## src/rtl/cic_decimator_pkg.sv

```systemverilog
// Shared DDC constants and the ratio-to-shift lookup for the CIC decimator.
package cic_decimator_pkg;

   localparam int unsigned CIC_N_STAGES = 4;
   localparam int unsigned CIC_IN_W     = 18;
   // Integrator headroom: 8 bits per stage covers R up to 256.
   localparam int unsigned CIC_ACC_W    = CIC_IN_W + 8 * CIC_N_STAGES;

   // ceil(log2(R)) with R = code+1; code 0 behaves as code 1 (R = 2).
   // For code >= 1 this is simply the bit length of the code.
   function automatic logic [3:0] clog2_ratio(input logic [7:0] code);
      logic [3:0] n;
      n = 4'd1;
      for (int b = 0; b < 8; b++) begin
         if (code[b]) n = 4'(b + 1);
      end
      return n;
   endfunction

endpackage

```

## src/rtl/cic_decimator_channel.sv

```systemverilog
// One CIC datapath: pipelined integrators, strobed comb chain and the
// round-half-up scaler. All sequencing comes from the parent.
module cic_channel
   import cic_decimator_pkg::*;
#(
   parameter int unsigned N_STAGES = CIC_N_STAGES,
   parameter int unsigned IN_W     = CIC_IN_W,
   parameter int unsigned ACC_W    = CIC_ACC_W
) (
   input  logic                   clk,
   input  logic                   reset,
   input  logic                   en,
   input  logic                   clear,
   input  logic [N_STAGES-1:0]    adv,
   input  logic signed [IN_W-1:0] din,
   input  logic [7:0]             shift,
   output logic signed [IN_W-1:0] dout
);

   logic signed [ACC_W-1:0] integ   [N_STAGES];
   logic signed [ACC_W-1:0] comb    [N_STAGES];
   logic signed [ACC_W-1:0] prev    [N_STAGES];
   logic signed [ACC_W-1:0] comb_in [N_STAGES];
   logic signed [ACC_W-1:0] half;
   logic signed [ACC_W-1:0] rnd;

   // Integrator cascade; each stage adds the previous stage's register (wraps freely).
   always_ff @(posedge clk) begin
      if (reset) begin
         for (int k = 0; k < int'(N_STAGES); k++) integ[k] <= '0;
      end else if (en) begin
         integ[0] <= integ[0] + ACC_W'(din);
         for (int k = 1; k < int'(N_STAGES); k++) integ[k] <= integ[k] + integ[k-1];
      end
   end

   // Comb inputs: the last integrator feeds stage 0, each stage feeds the next.
   always_comb begin
      comb_in[0] = integ[N_STAGES-1];
      for (int k = 1; k < int'(N_STAGES); k++) comb_in[k] = comb[k-1];
   end

   // Comb stages, each advancing on its own strobe; clear wipes the delay line.
   always_ff @(posedge clk) begin
      if (reset || clear) begin
         for (int k = 0; k < int'(N_STAGES); k++) begin
            comb[k] <= '0;
            prev[k] <= '0;
         end
      end else begin
         for (int k = 0; k < int'(N_STAGES); k++) begin
            if (adv[k]) begin
               comb[k] <= comb_in[k] - prev[k];
               prev[k] <= comb_in[k];
            end
         end
      end
   end

   // Round half-up then arithmetic shift; the result always fits in IN_W.
   always_comb begin
      half = ACC_W'(1) << (shift - 8'd1);
      rnd  = comb[N_STAGES-1] + half;
      dout = IN_W'(rnd >>> shift);
   end

endmodule

```

## src/rtl/cic_decimator.sv

```systemverilog
// I/Q CIC decimator: decimation counter, comb strobes, settling after
// ratio or mode changes, and the bypass path around two CIC channels.
module cic_decimator
   import cic_decimator_pkg::*;
#(
   parameter int unsigned N_STAGES = CIC_N_STAGES,
   parameter int unsigned IN_W     = CIC_IN_W
) (
   input  logic                   clk,
   input  logic                   reset,
   input  logic                   clkEn,
   input  logic signed [IN_W-1:0] iIn,
   input  logic signed [IN_W-1:0] qIn,
   input  logic                   bypassCic,
   input  logic [7:0]             adcDecimation,
   output logic signed [IN_W-1:0] iOut,
   output logic signed [IN_W-1:0] qOut,
   output logic                   outValid
);

   localparam int unsigned ACC_W = IN_W + 8 * N_STAGES;
   localparam int unsigned SW    = $clog2(N_STAGES + 1);

   logic                   bypass_q;
   logic [7:0]             dec_q;
   logic [7:0]             count_q;
   logic [N_STAGES-1:0]    stb_q;
   logic [SW-1:0]          settle_q;
   logic [7:0]             code_eff;
   logic [7:0]             shift;
   logic                   ratio_change;
   logic                   cic_en;
   logic                   tap;
   logic [N_STAGES-1:0]    adv;
   logic signed [IN_W-1:0] i_round;
   logic signed [IN_W-1:0] q_round;

   // Control decode from the registered configuration.
   always_comb begin
      code_eff     = (dec_q == 8'd0) ? 8'd1 : dec_q;
      shift        = 8'(N_STAGES * int'(clog2_ratio(dec_q)));
      // A bypass exit restarts decimation exactly like a new ratio.
      ratio_change = (adcDecimation != dec_q) || (bypass_q && !bypassCic);
      cic_en       = clkEn && !bypass_q;
      tap          = cic_en && (count_q == code_eff) && !ratio_change;
      adv[0]       = tap;
      for (int k = 1; k < int'(N_STAGES); k++) adv[k] = stb_q[k-1];
   end

   // Counter, strobe pipeline, settling and output registers.
   always_ff @(posedge clk) begin
      bypass_q <= bypassCic;
      dec_q    <= adcDecimation;
      if (reset) begin
         count_q  <= '0;
         stb_q    <= '0;
         settle_q <= SW'(N_STAGES);
         iOut     <= '0;
         qOut     <= '0;
         outValid <= 1'b0;
      end else begin
         outValid <= 1'b0;
         stb_q    <= (stb_q << 1) | N_STAGES'(tap);
         if (ratio_change) begin
            count_q  <= '0;
            stb_q    <= '0;
            settle_q <= SW'(N_STAGES);
         end else if (cic_en) begin
            count_q <= (count_q == code_eff) ? 8'd0 : count_q + 8'd1;
         end
         if (bypass_q) begin
            if (clkEn) begin
               iOut     <= iIn;
               qOut     <= qIn;
               outValid <= 1'b1;
            end
         end else if (stb_q[N_STAGES-1] && !ratio_change) begin
            // The first N_STAGES results after a restart see cleared comb delays.
            if (settle_q != '0) begin
               settle_q <= settle_q - SW'(1);
            end else begin
               iOut     <= i_round;
               qOut     <= q_round;
               outValid <= 1'b1;
            end
         end
      end
   end

   cic_channel #(
      .N_STAGES(N_STAGES),
      .IN_W    (IN_W),
      .ACC_W   (ACC_W)
   ) u_chan_i (
      .clk  (clk),
      .reset(reset),
      .en   (cic_en),
      .clear(ratio_change),
      .adv  (adv),
      .din  (iIn),
      .shift(shift),
      .dout (i_round)
   );

   cic_channel #(
      .N_STAGES(N_STAGES),
      .IN_W    (IN_W),
      .ACC_W   (ACC_W)
   ) u_chan_q (
      .clk  (clk),
      .reset(reset),
      .en   (cic_en),
      .clear(ratio_change),
      .adv  (adv),
      .din  (qIn),
      .shift(shift),
      .dout (q_round)
   );

endmodule

```

## config.mk

```make
export PLATFORM = sky130hd
export DESIGN_NAME = cic_decimator
export DESIGN_NICKNAME = d
export VERILOG_FILES = /design/src/rtl/cic_decimator_pkg.sv /design/src/rtl/cic_decimator_channel.sv /design/src/rtl/cic_decimator.sv
export SDC_FILE = /design/constraint.sdc
export NUM_CORES = 2
export LEC_CHECK = 0
export CAP_MARGIN = 10
export CORE_ASPECT_RATIO = 0.8
export CORE_MARGIN = 10
export CORE_UTILIZATION = 60
export CTS_BUF_LIST = sky130_fd_sc_hd__clkbuf_8
export CTS_CLUSTER_DIAMETER = 30
export DETAILED_ROUTE_END_ITERATION = 8
export PLACE_DENSITY = 0.76
export SLEW_MARGIN = 40
export SYNTH_ARGS = -nofsm -noshare
export SYNTH_HDL_FRONTEND = slang
export SYNTH_SLANG_ARGS = --single-unit
```

## constraint.sdc

```tcl
create_clock -name clk -period 19.2 [get_ports clk]
set_clock_uncertainty 0.15 [all_clocks]
set_input_delay 2.88 -clock clk [delete_from_list [all_inputs] [get_ports clk]]
set_output_delay 2.88 -clock clk [all_outputs]
set_load 0.05 [all_outputs]
```

Word-level counts from Yosys, hierarchy flattened
Memory sizes are Yosys's and may differ from the RTL's.
Cells that the tools add are included.
{"block": "op_classes", "reduce_logical": 15, "muxes": 68, "n_eq_ne": 4, "shifts": 3, "n_bitwise": 25, "addsub": 21}
{"op": "$mux 50", "n": 24}
{"op": "$add 50x50->50", "n": 8}
{"op": "$sub 50x50->50", "n": 8}
{"op": "$mux 18", "n": 8}
{"op": "$add 50x18->50", "n": 2}
{"op": "$sshr 50x6->18", "n": 2}
{"op": "$shl 1x8->50 const A", "n": 1}
{"op": "$or 1x1->1", "n": 24}
{"op": "$mux 1", "n": 23}
{"op": "$mux 4", "n": 5}
{"op": "$mux 8", "n": 2}
{"op": "$mux 3", "n": 4}
{"op": "$add 8x1->8 const B", "n": 1}
{"op": "$eq 8x8->1", "n": 1}
{"op": "$logic_not 8->1", "n": 1}
{"op": "$ne 8x8->1", "n": 1}
{"op": "$sub 6x1->7 const B", "n": 1}
{"op": "$logic_and 1x1->1", "n": 5}
{"op": "$mux 2", "n": 2}
{"op": "$ne 2x2->1 const B", "n": 2}
{"op": "$or 4x1->4", "n": 1}
{"op": "$logic_not 1->1", "n": 3}
{"op": "$reduce_and 3->1", "n": 1}
{"op": "$reduce_bool 3->1", "n": 1}
{"op": "other kinds (4)", "n": 5}
{"block": "totals", "ff_bits": 61, "ramBits": 1200, "out_inout_bits": 37, "n_memories": 6, "wordCells": 150, "in_bits": 48}
{"name": "u_chan_i.comb", "depth": 4, "word_bits": 50, "rd": 4, "rd_clocked_by_memory_dff": 0, "write_ports": 4, "line": "cic_decimator_channel.sv:21", "text": "logic signed [ACC_W-1:0] comb [N_STAGES];"}
{"name": "u_chan_i.integ", "depth": 4, "word_bits": 50, "rd": 4, "rd_clocked_by_memory_dff": 0, "write_ports": 4, "line": "cic_decimator_channel.sv:20", "text": "logic signed [ACC_W-1:0] integ [N_STAGES];"}
{"name": "u_chan_i.prev", "depth": 4, "word_bits": 50, "rd": 4, "rd_clocked_by_memory_dff": 0, "write_ports": 4, "line": "cic_decimator_channel.sv:22", "text": "logic signed [ACC_W-1:0] prev [N_STAGES];"}
{"name": "u_chan_q.comb", "depth": 4, "word_bits": 50, "rd": 4, "rd_clocked_by_memory_dff": 0, "write_ports": 4, "line": "cic_decimator_channel.sv:21"}
{"name": "u_chan_q.integ", "depth": 4, "word_bits": 50, "rd": 4, "rd_clocked_by_memory_dff": 0, "write_ports": 4, "line": "cic_decimator_channel.sv:20"}
{"name": "u_chan_q.prev", "depth": 4, "word_bits": 50, "rd": 4, "rd_clocked_by_memory_dff": 0, "write_ports": 4, "line": "cic_decimator_channel.sv:22"}

Depth between registers and ports, before layout
{"block": "logic_depth", "ltp_word": 14, "mapped_depth": 31, "depth_no_buf": 24}

Hierarchy
A second synthesis with hierarchy kept.
{"block": "unflattened", "cells_unflattened": 11026, "hier_area_um2": 100326.2}
{"module": "cic_channel (u_chan_i)", "n_inst": 1, "cells_per_inst": 5423, "area_each_um2": 49037.0, "seq_area_each_um2": 18017.3}
{"module": "cic_channel (u_chan_q)", "n_inst": 1, "cells_per_inst": 5319, "area_each_um2": 48255.0, "seq_area_each_um2": 18017.3}
{"module": "cic_decimator", "n_inst": 1, "cells_per_inst": 284, "area_each_um2": 3034.2, "seq_area_each_um2": 1221.2}

Worst setup path before layout
OpenSTA, ideal clock, no wires.
{"block": "synth_path", "path_kind": "input to register", "from": "input adcDecimation[1]", "to": "memory u_chan_i.comb[0][0] (netlist bit) (enable)", "arrival_time_ns": 7.810, "path_buffers": 1, "setup_slack_ns": 9.617, "setup_time_ns": 1.623, "cell_stages": 6, "t_required_ns": 17.427, "path_cell_list": "xnor2_1 -> o21ai_0 -> or4_1 -> nor4_1 -> clkbuf_1 -> nand2_1"}
{"element": "from (decl)", "line": "cic_decimator.sv:15", "text": "input logic [7:0] adcDecimation,"}
{"element": "to (decl)", "line": "cic_decimator_channel.sv:21"}

==> summary.txt <==
Outcome
  – Status: completed

Clock network
  – Clock sinks: ~1,300
  – Post-cts resize count: 0
  – Clk pin slew, worst setup/hold paths: 50 ps
  – CTS root buf: clkbuf_8
  – Hold buffers post-CTS: 0
  – Skew-Pair Late Insertion Delay: 1010 ps
  – CTS tree: done
  – # Post-CTS Setup Buffers: 0
  – CTS max path bufs: 4
  – Number of levels in the clock H-tree: 5
  – CTS buffer count: approximately 280

Floorplanning
  – DIE HEIGHT: 363 um
  – Die area: 163,000 um^2
  – Row count: ~130
  – Initial Utilization: 60.6%
  – Die Width: roughly 450 um
  – Core area: about 150,000 um^2
  – IO Pins: 85

Worst setup path
  – CP endpoint kind: flop
  – WS Path Type: input pin to flop
  – Startpoint Class: input pin
  – Worst EP required: 19,680 ps
  – Max FO, Critical Path: ~150
  – Crit path DAT: between 7000 and 8000 ps
  – Max stage delay on crit path: 580 ps
  – Crit-path most repeated cell: buf_4
  – CP Cell Sequence: clkdlybuf4s50_1 > xnor2_1 > o21ai_0 > or4_1 > nor4_2 > buf_4 > buf_4 > buf_12 > nand2b_4 > buf_6 > buf_4
  – Crit path max-delay family: buffers and inverters
  – Slowest library cell on the worst path: or4_1
  – WP buf/inv: 6

Place
  – # port buffers: 84
  – HPWL after DPL: 174,000 um
  – Pre-CTS WS: ~11,000 ps
  – Final Wtd Congestion: just under 1

Global routing
  – M3 GR Usage: 5.12%
  – GRT Util Overall: 27.5%
  – Grt met1 use: about two fifths
  – Initial antenna violation count: 7
  – Global-route wire length before repair: roughly 370,000 um
  – GRT met2 Usage: 42.0%
  – Vias in the first global route: 66,000
  – Gr busiest metal: met2
  – Largest net degree at the start of global routing: 169
  – Grt ovf: 0

Yosys
  – Post-synthesis sequential area ratio: 42.2%
  – Share of flip-flops with an asynchronous set or reset: 0%
  – Post-synth top area share: 40.8%
  – Flops & latches, synth: around 1,300
  – Dominant synthesized flop cell: edfxtp_1
  – Ys Warns: 0
  – Yosys cell types: 92
  – Synthesized area per cell: 9.64 um^2
  – Netlist Area Pre-Place: 88,300 um^2
  – Mapped Cells: 9,162
  – Post-synth EDFFs: 1,200
  – Cell taking the most area after synthesis: edfxtp_1
  – Synth top area cells: edfxtp_1, ha_1, nor2_1, xnor2_1, a21o_1

Timing
  – Slew headroom: 31.3%
  – Min Tclk post-route: between 7000 and 8000 ps
  – Setup TNS: 0 ps
  – Endpoints failing setup: 0
  – Hold_ws: between 300 and 400 ps
  – Final Hold Vio Count: 0
  – Final worst slack: 12,050 ps
  – Worst slew pin tran: 1030 ps
  – Unrepaired setup endpoints after global routing: false
  – Fmax: approximately 140 MHz
  – Period utilisation layout: 37.2%
  – Slew Limit Fails: 0

Power
  – VDD IR max: 83.6 uV
  – Pwr/cell area: between 70 and 80 nW/um^2
  – Total chip power: approximately 7.8 mW
  – Static Leak: 42.8 nW

Route
  – Via Count: about 70,000
  – Detailed Route WL: 233,000 um
  – Wire per inst: a little over 20 um
  – Initial DRC Count: 6,283
  – Routed Antenna Nets: 0
  – # DRC: 0
  – Drt pass-1 iters: 6
  – Via density: 6.09

Job
  – Max_cap viols: 0

Worst hold path
  – Hold Path Class: flop to flop

Cells and area
  – Nets: 10,200
  – Share of cells above drive strength 1: under 10%
  – Layout area overhead: 10.5%
[per-stage QoR]
step	cell area [um^2]	cells	util [%]
final	97600	11500	66.9
after global routing	97600	11500	66.9
after floorplan	88400	9169	-
after detailed placement	91300	11000	62.6
after CTS	97400	11500	66.9
after global placement	91200	11000	62.5
[flip-flops by register name (all words and copies together), names as in the netlist, 4 cells and up]
register        cells
u_chan_q.integ    200
stb_q               4
u_chan_q.comb     200
u_chan_q.prev     200
iOut               18
u_chan_i.prev     200
qOut               18
u_chan_i.integ    200
count_q             8
dec_q               8
u_chan_i.comb     200
[per-layer routing]
| metal | part of all wire [%] | wire [um] |
|---|---|---|
| met1 | 46 | 106000 |
| met5 | 0.0030 | 7 |
| met4 | 3.8 | 8950 |
| met3 | 7.2 | 16900 |
| met2 | 43 | 101000 |
[cell families (layout without fill, tap and decap cells)]
kind of cell    after synthesis  in the layout  synth area share [%]
xor+xnor                    781            781                  7.75
mux                          21             21                 0.255
fa+ha+maj                   832            832                  11.9
flops                      1261           1261                  42.2
compound gates             2428           2428                  17.9
buf+inv                     848           1217                  3.62
other cells                   1             15               0.00425
simple gates               2990           2990                  16.4
[synthesized netlist by cell type (30+ instances only)]
cell type / count
a31o_2: 30
o211ai_1: 60
nand4_1: 93
and2_1: 157
nand2_1: 485
inv_1: 576
o31ai_1: 36
xnor2_1: 422
and3_1: 375
o21a_1: 112
nor2b_1: 121
nand3_1: 137
nor2_1: 1104
a221oi_1: 32
dfxtp_1: 61
a31oi_1: 98
edfxtp_1: 1200
o21bai_1: 98
a211oi_1: 109
clkbuf_1: 258
and4_1: 30
xor2_1: 358
nor3_1: 191
ha_1: 812
a21oi_1: 661
o21ai_0: 462
nand2b_1: 152
a21o_1: 443
[final timing paths]
kind	startpoint	to	slack, ps	cells after the start
setup reg to reg	dec_q[4]$_DFF_P_	qOut[17]$_SDFFE_PP0P_	12320	20
hold / removal	qOut[14]$_SDFFE_PP0P_	qOut[14]$_SDFFE_PP0P_	340	2
hold reg to reg	qOut[14]$_SDFFE_PP0P_	qOut[14]$_SDFFE_PP0P_	340	2
setup / recovery	adcDecimation[1]	u_chan_i.comb[0][101]$_SDFFCE_PN0P_	12050	11
[report_power, final]
group	switching, mW	internal [mW]
logic	0.780	0.545
clock network	1.30	2.00
registers	0.0874	3.07
[tightest hold or removal path: stages, from the launching register on]
cell and delay (ps):
dfxtp_1 330, nand2_1 50, o21ai_0 70
[cells in the final DEF, fill, tap and decap left out, drive strengths merged, types with 22 or more instances in the layout]
cell type	count
edfxtp	1200
o21ai	469
nor2	1104
clkdlybuf4s50	82
a21o	443
a31oi	99
or3	29
a21oi	662
and2	158
buf	62
bufinv	41
nor3b	29
clkinv	78
ha	812
nand2	485
nor2b	121
nand2b	152
nor4	27
a221oi	32
a31o	30
o31ai	37
o211ai	60
and3	375
nand4	93
xnor2	423
and4	30
o21a	112
clkinvlp	33
or2	23
nor3	191
o2111ai	22
nand3	137
clkbuf	294
xor2	358
dfxtp	61
inv	627
a211oi	109
o21bai	98
[final cells by class]
| class | count | area, um^2 |
|---|---|---|
| fill | 11400 | 48200 |
| multi-input combinational | 7060 | 48000 |
| sequential | 1261 | 37300 |
| clock buffer | 294 | 4050 |
| tap | 1968 | 2460 |
| inverter | 577 | 2170 |
| clock inverter | 202 | 2120 |
| timing repair buffer | 144 | 1480 |
| antenna | 7 | 17.5 |
(Power assumes the default switching activity.)
